### src/rtl/message_scroller_pkg.sv
// Shared definitions for the message scroller: ASCII codes, message IDs, FSM states,
// and the fixed message table (text + length) used by the ROM and the top-level FSM.
// Purely declarative; no timing of its own.
package message_scroller_pkg;

  localparam logic [7:0] ASCII_BLANK = 8'h20;
  localparam logic [7:0] ASCII_ZERO  = 8'h30;

  localparam logic [2:0] MSG_SELECT = 3'd0;
  localparam logic [2:0] MSG_INSERT = 3'd1;
  localparam logic [2:0] MSG_PAID   = 3'd2;
  localparam logic [2:0] MSG_THANKS = 3'd3;
  localparam logic [2:0] MSG_SOLD   = 3'd4;
  localparam logic [2:0] MSG_CANCEL = 3'd5;
  localparam logic [2:0] MSG_ERROR  = 3'd6;
  localparam logic [2:0] MSG_CASH   = 3'd7;

  // Text storage is right-aligned: the last character sits in bits [7:0].
  localparam int TEXT_CHARS = 16;
  localparam int TEXT_W     = 8 * TEXT_CHARS;

  typedef enum logic [1:0] {
    ST_IDLE   = 2'd0,
    ST_STATIC = 2'd1,
    ST_SCROLL = 2'd2
  } state_t;

  // One BCD digit as ASCII; non-decimal nibbles render as a blank.
  function automatic logic [7:0] bcd_ascii(input logic [3:0] d);
    return (d > 4'd9) ? ASCII_BLANK : (ASCII_ZERO + {4'h0, d});
  endfunction

  function automatic logic [4:0] msg_len(input logic [2:0] id);
    case (id)
      MSG_SELECT: return 5'd6;
      MSG_INSERT: return 5'd11;
      MSG_PAID:   return 5'd4;
      MSG_THANKS: return 5'd9;
      MSG_SOLD:   return 5'd8;
      MSG_CANCEL: return 5'd6;
      MSG_ERROR:  return 5'd5;
      default:    return 5'd8;
    endcase
  endfunction

  function automatic logic [TEXT_W-1:0] msg_text(input logic [2:0] id, input logic [11:0] price);
    logic [TEXT_W-1:0] t;
    t = '0;
    case (id)
      MSG_SELECT: t[47:0] = "SELECT";
      MSG_INSERT: t[87:0] = "INSERT COIN";
      MSG_PAID:   t[31:0] = "PAID";
      MSG_THANKS: t[71:0] = "THANK YOU";
      MSG_SOLD:   t[63:0] = "SOLD OUT";
      MSG_CANCEL: t[47:0] = "CANCEL";
      MSG_ERROR:  t[39:0] = "ERROR";
      default:    t[63:0] = {"CASH ", bcd_ascii(price[11:8]), bcd_ascii(price[7:4]),
                             bcd_ascii(price[3:0])};
    endcase
    return t;
  endfunction

endpackage

### src/rtl/message_rom.sv
// Purpose: one display character of the message table at a given character index.
// Latency: purely combinational.
// Backpressure: none; output follows inputs, blank beyond the end of the message.
module message_rom
  import message_scroller_pkg::*;
#(
  parameter int IDX_W = 5,
  parameter int LEN_W = 5
) (
  input  logic [2:0]       msg_id,
  input  logic [IDX_W-1:0] idx,
  input  logic [11:0]      price_bcd,
  output logic [7:0]       ascii,
  output logic [LEN_W-1:0] len
);

  localparam int BASE_W = $clog2(TEXT_W);

  logic [TEXT_W-1:0] text;
  logic [4:0]        raw_len;
  logic [BASE_W-1:0] base;

  // Table lookup: message text and length depend only on the message ID (and price).
  always_comb begin
    raw_len = msg_len(msg_id);
    text    = msg_text(msg_id, price_bcd);
  end

  assign len = LEN_W'(raw_len);

  // Pick character idx counted from the left; anything past the end shows blank.
  always_comb begin
    ascii = ASCII_BLANK;
    base  = '0;
    if (int'(idx) < int'(raw_len)) begin
      base  = BASE_W'((int'(raw_len) - 1 - int'(idx)) * 8);
      ascii = text[base +: 8];
    end
  end

endmodule

### src/rtl/message_scroller.sv
// Purpose: drives six ASCII digits from the message table, static or scrolling left.
// Latency: msg_load sampled on an edge updates chars/busy on that same edge; steps every SCROLL_DIV cycles.
// Backpressure: none; msg_load is always accepted and restarts the display. Build option: SCROLL_LOOP_EN.
module message_scroller
  import message_scroller_pkg::*;
#(
  parameter int CLK_HZ    = 50_000_000,
  parameter int SCROLL_HZ = 4,
  parameter int MAX_LEN   = 16
) (
  input  logic        clock,
  input  logic        reset_n,
  input  logic [2:0]  msg_sel,
  input  logic        msg_load,
  input  logic [11:0] price_bcd,
  output logic [7:0]  char0,
  output logic [7:0]  char1,
  output logic [7:0]  char2,
  output logic [7:0]  char3,
  output logic [7:0]  char4,
  output logic [7:0]  char5,
  output logic        busy,
  output logic        done
);

  localparam int SCROLL_DIV = CLK_HZ / SCROLL_HZ;
  localparam int CNT_W      = $clog2(SCROLL_DIV);
  localparam int POS_W      = $clog2(MAX_LEN + 1);
  localparam int IDX_W      = $clog2(MAX_LEN + 6);
  localparam logic [CNT_W-1:0] CNT_LAST = CNT_W'(SCROLL_DIV - 1);

  state_t           state_q, state_n;
  logic [2:0]       msg_q, msg_n;
  logic [11:0]      price_q, price_n;
  logic [POS_W-1:0] pos_q, pos_n, pos_inc, len_q;
  logic [CNT_W-1:0] cnt_q, cnt_n;
  logic             pending_q, pending_n;
  logic             done_n, tick;
  logic [7:0]       chars_q   [6];
  logic [7:0]       rom_ascii [6];
  logic [POS_W-1:0] rom_len   [6];

  assign tick    = (state_q != ST_IDLE) && (cnt_q == CNT_LAST);
  assign pos_inc = pos_q + POS_W'(1);

  // Next-state logic: a load always wins over a coincident tick and suppresses done.
  always_comb begin
    state_n   = state_q;
    msg_n     = msg_q;
    price_n   = price_q;
    pos_n     = pos_q;
    pending_n = pending_q;
    done_n    = 1'b0;
    cnt_n     = (state_q == ST_IDLE || tick) ? '0 : cnt_q + CNT_W'(1);
    if (msg_load) begin
      msg_n     = msg_sel;
      price_n   = price_bcd;
      pos_n     = '0;
      cnt_n     = '0;
      pending_n = 1'b1;
      state_n   = (msg_len(msg_sel) <= 5'd6) ? ST_STATIC : ST_SCROLL;
    end else begin
      case (state_q)
        ST_STATIC: begin
          // Only the first tick after a load reports completion.
          if (tick && pending_q) begin
            done_n    = 1'b1;
            pending_n = 1'b0;
          end
        end
        ST_SCROLL: begin
          if (tick) begin
            if (pos_q == len_q) begin
              // Blank frame has been shown for one step; restart from the left.
              pos_n = '0;
`ifdef SCROLL_LOOP_EN
              state_n = ST_SCROLL;
`else
              state_n   = ST_STATIC;
              pending_n = 1'b0;
`endif
            end else begin
              pos_n  = pos_inc;
              done_n = (pos_inc == len_q);
            end
          end
        end
        default: ;
      endcase
    end
  end

  // One ROM lookup per digit so all six characters come from the same next-state view.
  for (genvar k = 0; k < 6; k++) begin : g_digit
    message_rom #(
      .IDX_W(IDX_W),
      .LEN_W(POS_W)
    ) u_rom (
      .msg_id   (msg_n),
      .idx      (IDX_W'(pos_n) + IDX_W'(5 - k)),
      .price_bcd(price_n),
      .ascii    (rom_ascii[k]),
      .len      (rom_len[k])
    );
  end

  // State, counters and registered outputs; chars stay blank until the first load.
  always_ff @(posedge clock or negedge reset_n) begin
    if (!reset_n) begin
      state_q   <= ST_IDLE;
      msg_q     <= MSG_SELECT;
      price_q   <= '0;
      pos_q     <= '0;
      len_q     <= '0;
      cnt_q     <= '0;
      pending_q <= 1'b0;
      done      <= 1'b0;
      for (int k = 0; k < 6; k++) chars_q[k] <= ASCII_BLANK;
    end else begin
      state_q   <= state_n;
      msg_q     <= msg_n;
      price_q   <= price_n;
      pos_q     <= pos_n;
      cnt_q     <= cnt_n;
      pending_q <= pending_n;
      done      <= done_n;
      if (msg_load) len_q <= rom_len[0];
      for (int k = 0; k < 6; k++)
        chars_q[k] <= (state_n == ST_IDLE) ? ASCII_BLANK : rom_ascii[k];
    end
  end

  assign busy  = (state_q != ST_IDLE);
  assign char0 = chars_q[0];
  assign char1 = chars_q[1];
  assign char2 = chars_q[2];
  assign char3 = chars_q[3];
  assign char4 = chars_q[4];
  assign char5 = chars_q[5];

endmodule

### config.mk
export PLATFORM = sky130hd
export DESIGN_NAME = message_scroller
export DESIGN_NICKNAME = d
export VERILOG_FILES = /design/src/rtl/message_scroller_pkg.sv /design/src/rtl/message_rom.sv /design/src/rtl/message_scroller.sv
export SDC_FILE = /design/constraint.sdc
export NUM_CORES = 1
export LEC_CHECK = 0
export BUFFER_PORTS_ARGS = -buffer_cell sky130_fd_sc_hd__buf_2
export CAP_MARGIN = 0
export CORE_ASPECT_RATIO = 0.6
export CORE_MARGIN = 5
export CORE_UTILIZATION = 25
export DETAILED_ROUTE_END_ITERATION = 16
export GPL_TIMING_DRIVEN = 0
export MAX_ROUTING_LAYER = met4
export PLACE_DENSITY_LB_ADDON = 0.25
export SYNTH_ARGS = -nofsm -noshare
export SYNTH_HDL_FRONTEND = slang
export SYNTH_SLANG_ARGS = --single-unit
### constraint.sdc
create_clock -name clock -period 6.1 [get_ports clock]
set_input_delay 0.305 -clock clock [delete_from_list [all_inputs] [get_ports clock]]
set_output_delay 0.305 -clock clock [all_outputs]
set_load 0.1 [all_outputs]
Yosys cells after proc, flatten, opt, wreduce, memory -nomap -nowiden. Cells that the tools add are included.

Memories kept: 0. Memory bits (writable): 0. Input port bits: 18. Word-level logic and storage cells: 128. Bits in read-only memories: 0. Flip-flop bits (word level): 101. Bits in latches: 0.

Reductions and logical operators: 15. Equal/unequal tests: 19. $mul: 0. Muxes and demuxes: 47. Order comparisons: 10. $add $sub $neg: 17. Divide/modulo/power cells: 0. Shift-type cells: 6. Bitwise logic cells: 0.

Operators with widths (count): 128-bit by 8-bit variable part select with 8-bit output (6); 31-bit one-hot mux with 7 select lines (1); 8-bit 2-to-1 mux (15); 15-bit one-hot mux with 4 select lines (1); 24-bit 2-to-1 mux (2); 7-bit one-hot mux with 6 select lines (1); 4-bit one-hot mux with 5 select lines (2); 7-bit one-hot mux with 5 select lines (1); 5-bit by 4-bit less-than comparator with 1-bit output (6); 5-bit 2-to-1 mux (5); 24-bit by 1-bit adder with 24-bit output, second input constant (1); 24-bit == test, second input constant (1); 4-bit subtractor (6); 6-bit by 4-bit adder with 7-bit output, first input constant (3); 3-bit == test, second input constant (5); 15-bit 2-to-1 mux (1); 7-bit one-hot mux with 2 select lines (1); 3-bit by 2-bit == test with 1-bit output, second input constant (4); 4-bit greater-than comparator, second input constant (3); 12-bit 2-to-1 mux (1); 5-bit by 1-bit adder with 5-bit output, second input constant (2); 5-bit by 2-bit adder with 5-bit output, second input constant (2); 5-bit by 3-bit adder with 5-bit output, second input constant (2); 5-bit == test (2); other kinds (19) (40).

Logic depth before layout (Yosys ltp).
Depth after elaboration: 10. Gate-level depth with buffers: 19. Gate-level depth less buffers: 17.

Hierarchy. A second synthesis with hierarchy kept.

Cell total of the unflattened synthesis: 1576. Area total of the unflattened synthesis: 11920.2 µm².

By module, submodules not included: message_rom (g_digit[0].u_rom ...) (instances 4, cells each 199, seq. area each 0.0 µm², area each 1238.7 µm²); message_scroller (instances 1, cells each 384, seq. area each 2534.9 µm², area each 4484.3 µm²); message_rom (g_digit[4].u_rom) (instances 1, cells each 203, seq. area each 0.0 µm², area each 1257.5 µm²); message_rom (g_digit[5].u_rom) (instances 1, cells each 193, seq. area each 0.0 µm², area each 1223.7 µm²).

Worst setup path after synthesis. No wires, ideal clock.

Path kind: input -> register. Start: input port msg_load. End: register chars_q (netlist bit char3[0]). Path slack: 1461 ps. Stages: 16. Arrival time: 4513 ps. Required time: 5974 ps. Cell sequence: clkbuf_1 mux2i_1 clkbuf_1 clkbuf_1 clkbuf_1 nand2_1 ha_1 fa_1 clkbuf_1 clkbuf_1 clkbuf_1 a21oi_1 a221oi_1 nor3_1 a21oi_1 nor2_1.

Longest elaborated chain between the ends: 9. Elaborated cells on any way between the ends: 39.

Ends and longest elaborated chain: from (decl) (RTL line message_scroller.sv:14) `input logic msg_load,`; 3-bit 2-to-1 mux (RTL line message_scroller.sv:55) `if (msg_load) begin`; 3-bit == test or 3-bit zero test (tied branches) (RTL line message_scroller_pkg.sv:34, message_scroller_pkg.sv:49); 2-bit OR reduction (no source line); 4-bit one-hot mux with 5 select lines (RTL line message_scroller_pkg.sv:34) `case (id)`; 4-bit by 1-bit subtractor with 4-bit output (RTL line message_rom.sv:36) `base = BASE_W'((int'(raw_len) - 1 - int'(idx)) * 8);`; 4-bit subtractor (RTL line message_rom.sv:36); 128-bit by 8-bit variable part select with 8-bit output (RTL line message_rom.sv:37) `ascii = text[base +: 8];`; 8-bit 2-to-1 mux (RTL line message_rom.sv:35) `if (int'(idx) < int'(raw_len)) begin`; 8-bit 2-to-1 mux (*) (RTL line message_scroller.sv:129) `chars_q[k] <= (state_n == ST_IDLE) ? ASCII_BLANK : rom_ascii[k];`; to (signal, indexed assignment) (RTL line message_scroller.sv:129); to (decl) (RTL line message_scroller.sv:39) `logic [7:0] chars_q [6];`.

Mark *: on every way between the ends. The rest lies on a longest branch, timed or not. A chain may end at the register's enable or synchronous reset.

Worst setup path after layout.
Start: register msg_q[1]. End: register chars_q (netlist bit char3[0]).

Longest elaborated chain between the ends: 9. Elaborated cells on any way between the ends: 25.

Ends and longest elaborated chain: from (decl) (RTL line message_scroller.sv:33) `logic [2:0] msg_q, msg_n;`; from (signal assigned) (RTL line message_scroller.sv:121) `msg_q <= msg_n;`; 3-bit 2-to-1 mux (*) (RTL line message_scroller.sv:55); 3-bit == test or 3-bit zero test (tied branches) (RTL line message_scroller_pkg.sv:34, message_scroller_pkg.sv:49); 2-bit OR reduction (no source line); 4-bit one-hot mux with 5 select lines (RTL line message_scroller_pkg.sv:34); 4-bit by 1-bit subtractor with 4-bit output (RTL line message_rom.sv:36); 4-bit subtractor (RTL line message_rom.sv:36); 128-bit by 8-bit variable part select with 8-bit output (RTL line message_rom.sv:37); 8-bit 2-to-1 mux (*) (RTL line message_rom.sv:35); 8-bit 2-to-1 mux (*) (RTL line message_scroller.sv:129).

Marks and branches as above.

==> results.txt <==
CTS tree: built
Site Rows: 49
Final hold slack: 0.2121 ns
Average detailed-routed wire length per instance: 22.30 um
Residual DRC count: 0
Filler cells: 3288
Critical-path cell with the highest stage delay: fa_1
Startpoint Class: flip-flop
Count of final max-slew check failures: 0
Instance count of the mapped netlist: 914
Clock Tree Root: clkbuf_16
Highest-count cells in the layout ignoring fill and taps: nor2_1, dfrtp_1, nand2_1
1st-pass router iterations: 5
Synth Area per Inst: 8.346 sq um
Most used routing layer in global routing: met1
Outcome: completed
Critical path peak fanout: 10
Number of maximum-capacitance constraint violations: 0
Buffers & Inverters on Critical Path: 6
Seq/Total Area, Yosys: 0.3093
Most common library cell in the layout ignoring fill and taps: nor2_1
Pwr per Cell Area: 454.7 nW/um^2
Total Wirelength: 31390 um
Number of antenna violations at the first check in global routing: 1
Unrepaired setup endpoints after global routing: false
Synthesis-stage register bit count: 94
Area delta synth->final: 15.48%
Post-route ant nets: 0
TritonCTS sink count: 94
Die area: 34220 sq um
DPL Wire Length: 24750 um
Setup-failing EPs final: 0
Number of H-tree levels: 3
Final setup skew: 0.01182 ns
Post-layout nets: 1055
Met2 demand-to-capacity share in global routing: 0.1952
Drt first-iter violations: 862
Clock latency on the worst-skew pair: 0.38 ns
Cells along the critical path: mux2i_4 > clkbuf_1 > clkbuf_1 > clkbuf_2 > nand2_1 > ha_1 > fa_1 > clkbuf_1 > clkbuf_1 > clkbuf_1 > a21oi_1 > a221oi_1 > nor3_1 > a21oi_1 > nor2_1
IO Count: 68
EDFF count, synth: 0
Clk buf depth: 2
Hold violation total from the final report: 0
Post-Synthesis Cell Area: 7629 sq um
Leftover overflow at the end of global routing: 0
Most instantiated flip-flop cell in the synthesis netlist: dfrtp_1
Endpoint required time on the critical path: 6.34 ns
Final period util: 0.9482
Global-route wire length before repair: 46930 um
Port buffer count: 60
Data arrival time of the critical path: 6.03 ns
Leakage power summed over all cells: 3.821 nW
Global-route met1 utilization: 0.3089
Met3 track utilization from global routing: 0.07227
Height of the die: 145.3 um
Share of async-settable or async-resettable flops after synthesis: 1.000
Synth cell types: 79
Total instance count after detailed placement: 1389
Kind of cell adding the most delay to the critical path: buffers and inverters
Transition at the pin with the smallest max-transition slack: 1.113 ns
Core area: 30040 sq um
Initial core utilization: 0.2539
Share of final-layout standard cells stronger than drive strength 1: 0.1413
Setup bufs post-CTS: 0
Worst-path clk slew: 0.07 ns
Non-filler instance count after layout: 1408
Via count of the first global-routing pass: 6934
Upper clock frequency limit: 172.9 MHz
Die X: 235.5 um
Maximum ir drop on the vdd rail: 211.8 uV
Number of clock buffers inserted by TritonCTS: 9
Total chip power: 4.005 mW
Per-cell via count in the routed design: 5.303
GRT Resource Usage Total: 0.1855
Kind of path behind the tightest hold check: input port to flip-flop
Worst Setup Path Type: flip-flop to flip-flop
Gpl congestion: 1.059
YS warnings: 0
Kind of capture point of the worst setup path: flip-flop
Max-slew headroom: 0.2525
Vias post-DR: 7466
Register-to-register path setup slack: 0.32 ns
CP most frequent cell: clkbuf_1
Final Critical Period: 5.784 ns
Slowest Stage Delay on Critical Path: 0.55 ns
Maximum number of pins on one net before global-route repair: 66
## area by class of cell
class / instances / area [sq um] / area share
Multi-Input combinational cell: 732 / 4932 / 0.5599
Sequential cell: 94 / 2360 / 0.2679
Tap cell: 408 / 510.5 / 0.05795
Timing Repair Buffer: 63 / 345.3 / 0.03920
Buffer: 58 / 249.0 / 0.02826
Clock buffer: 11 / 242.7 / 0.02755
Inverter: 35 / 131.4 / 0.01491
Clock inverter: 5 / 33.78 / 0.003835
Antenna cell: 2 / 5.005 / 0.0005681
## power by group
group	switching (mW)	total, mW	leakage, nW	internal, mW
logic	2.01	2.65	2.47	0.641
clock network	0.270	0.558	0.132	0.287
registers	0.0359	0.799	1.21	0.763
total	2.31	4.01	3.82	1.69
## per-layer routing
metal | up-vias | share of wire
met3 | 23 | 0.13
li1 | 3449 | -
met2 | 355 | 0.33
met5 | - | 0
met1 | 3639 | 0.54
met4 | 0 | 0.011
## cell families (layout without fill, tap and decap cells)
kind of cell    after synthesis  in the layout  synth area share
compound gates              258            258            0.2234
xor+xnor                     64             64           0.08316
fa+ha+maj                    44             44           0.07610
buf+inv                      93            172           0.04953
flops                        94             94            0.3093
mux                          47             47           0.06462
other cells                   1              8         0.0004916
simple gates                313            313            0.1934
## Yosys cell counts, types with 12 or more instances
| master | number | area [sq um] |
|---|---|---|
| xor2_1 | 28 | 245.2 |
| a21o_1 | 19 | 142.6 |
| nor2_1 | 111 | 416.7 |
| mux2_2 | 18 | 202.7 |
| ha_1 | 40 | 500.5 |
| clkbuf_1 | 45 | 168.9 |
| nand3_1 | 24 | 120.1 |
| a211oi_1 | 17 | 127.6 |
| inv_1 | 31 | 116.4 |
| nand2_1 | 85 | 319.1 |
| o22ai_1 | 13 | 81.33 |
| nor3_1 | 18 | 90.09 |
| nand4_1 | 12 | 75.07 |
| xnor2_1 | 31 | 271.5 |
| dfrtp_1 | 88 | 2202 |
| a21oi_1 | 69 | 345.3 |
| mux2i_1 | 29 | 290.3 |
| o21ai_0 | 55 | 275.3 |
## flip-flops by register name (all words and copies together), names as in the netlist
name / cells
pos_q: 5
pending_q: 1
done: 1
char5: 7
char2: 7
cnt_q: 24
char1: 7
char0: 7
char3: 7
char4: 7
price_q: 12
state_q: 2
len_q: 4
msg_q: 3
## what timing repair did
action                     in CTS  in global routing
setup endpoints to repair       1                 22
hold buffers                    1                  0
gates resized for setup         1                  6
hold endpoints to repair       25                  0
## final timing paths
kind,startpoint,end,cells after the start
min,price_bcd[6],price_q[6],2
max,msg_q[1],char3[0],15
max in group asynchronous,reset_n,char1[5],3
min in group asynchronous,reset_n,char0[2],2
min reg2reg,pending_q,pending_q,1
max reg2reg,msg_q[1],char3[0],15
## stage by stage
stage	util	setup TNS [ns]	worst slack, ns	instance area [sq um]
CTS	0.2924	0	0.09067	8785
finish	0.2933	0	0.3159	8810
global route	0.2933	0	0.1079	8810
floorplan	-	0	1.461	7647
global placement	0.2815	-5.764	-0.5006	8458
detailed placement	0.2828	-4.788	-0.4669	8494
## worst register-to-register path, cell delays in order, from the launching register on
cell      delay, ns
dfrtp_1        0.42
mux2i_4        0.34
clkbuf_1       0.46
clkbuf_1       0.48
clkbuf_2       0.40
nand2_1        0.33
ha_1           0.53
fa_1           0.55
clkbuf_1       0.37
clkbuf_1       0.46
clkbuf_1       0.49
a21oi_1        0.13
a221oi_1       0.36
nor3_1         0.09
a21oi_1        0.16
nor2_1         0.06
Note: power is estimated with default switching activity, not from simulation.
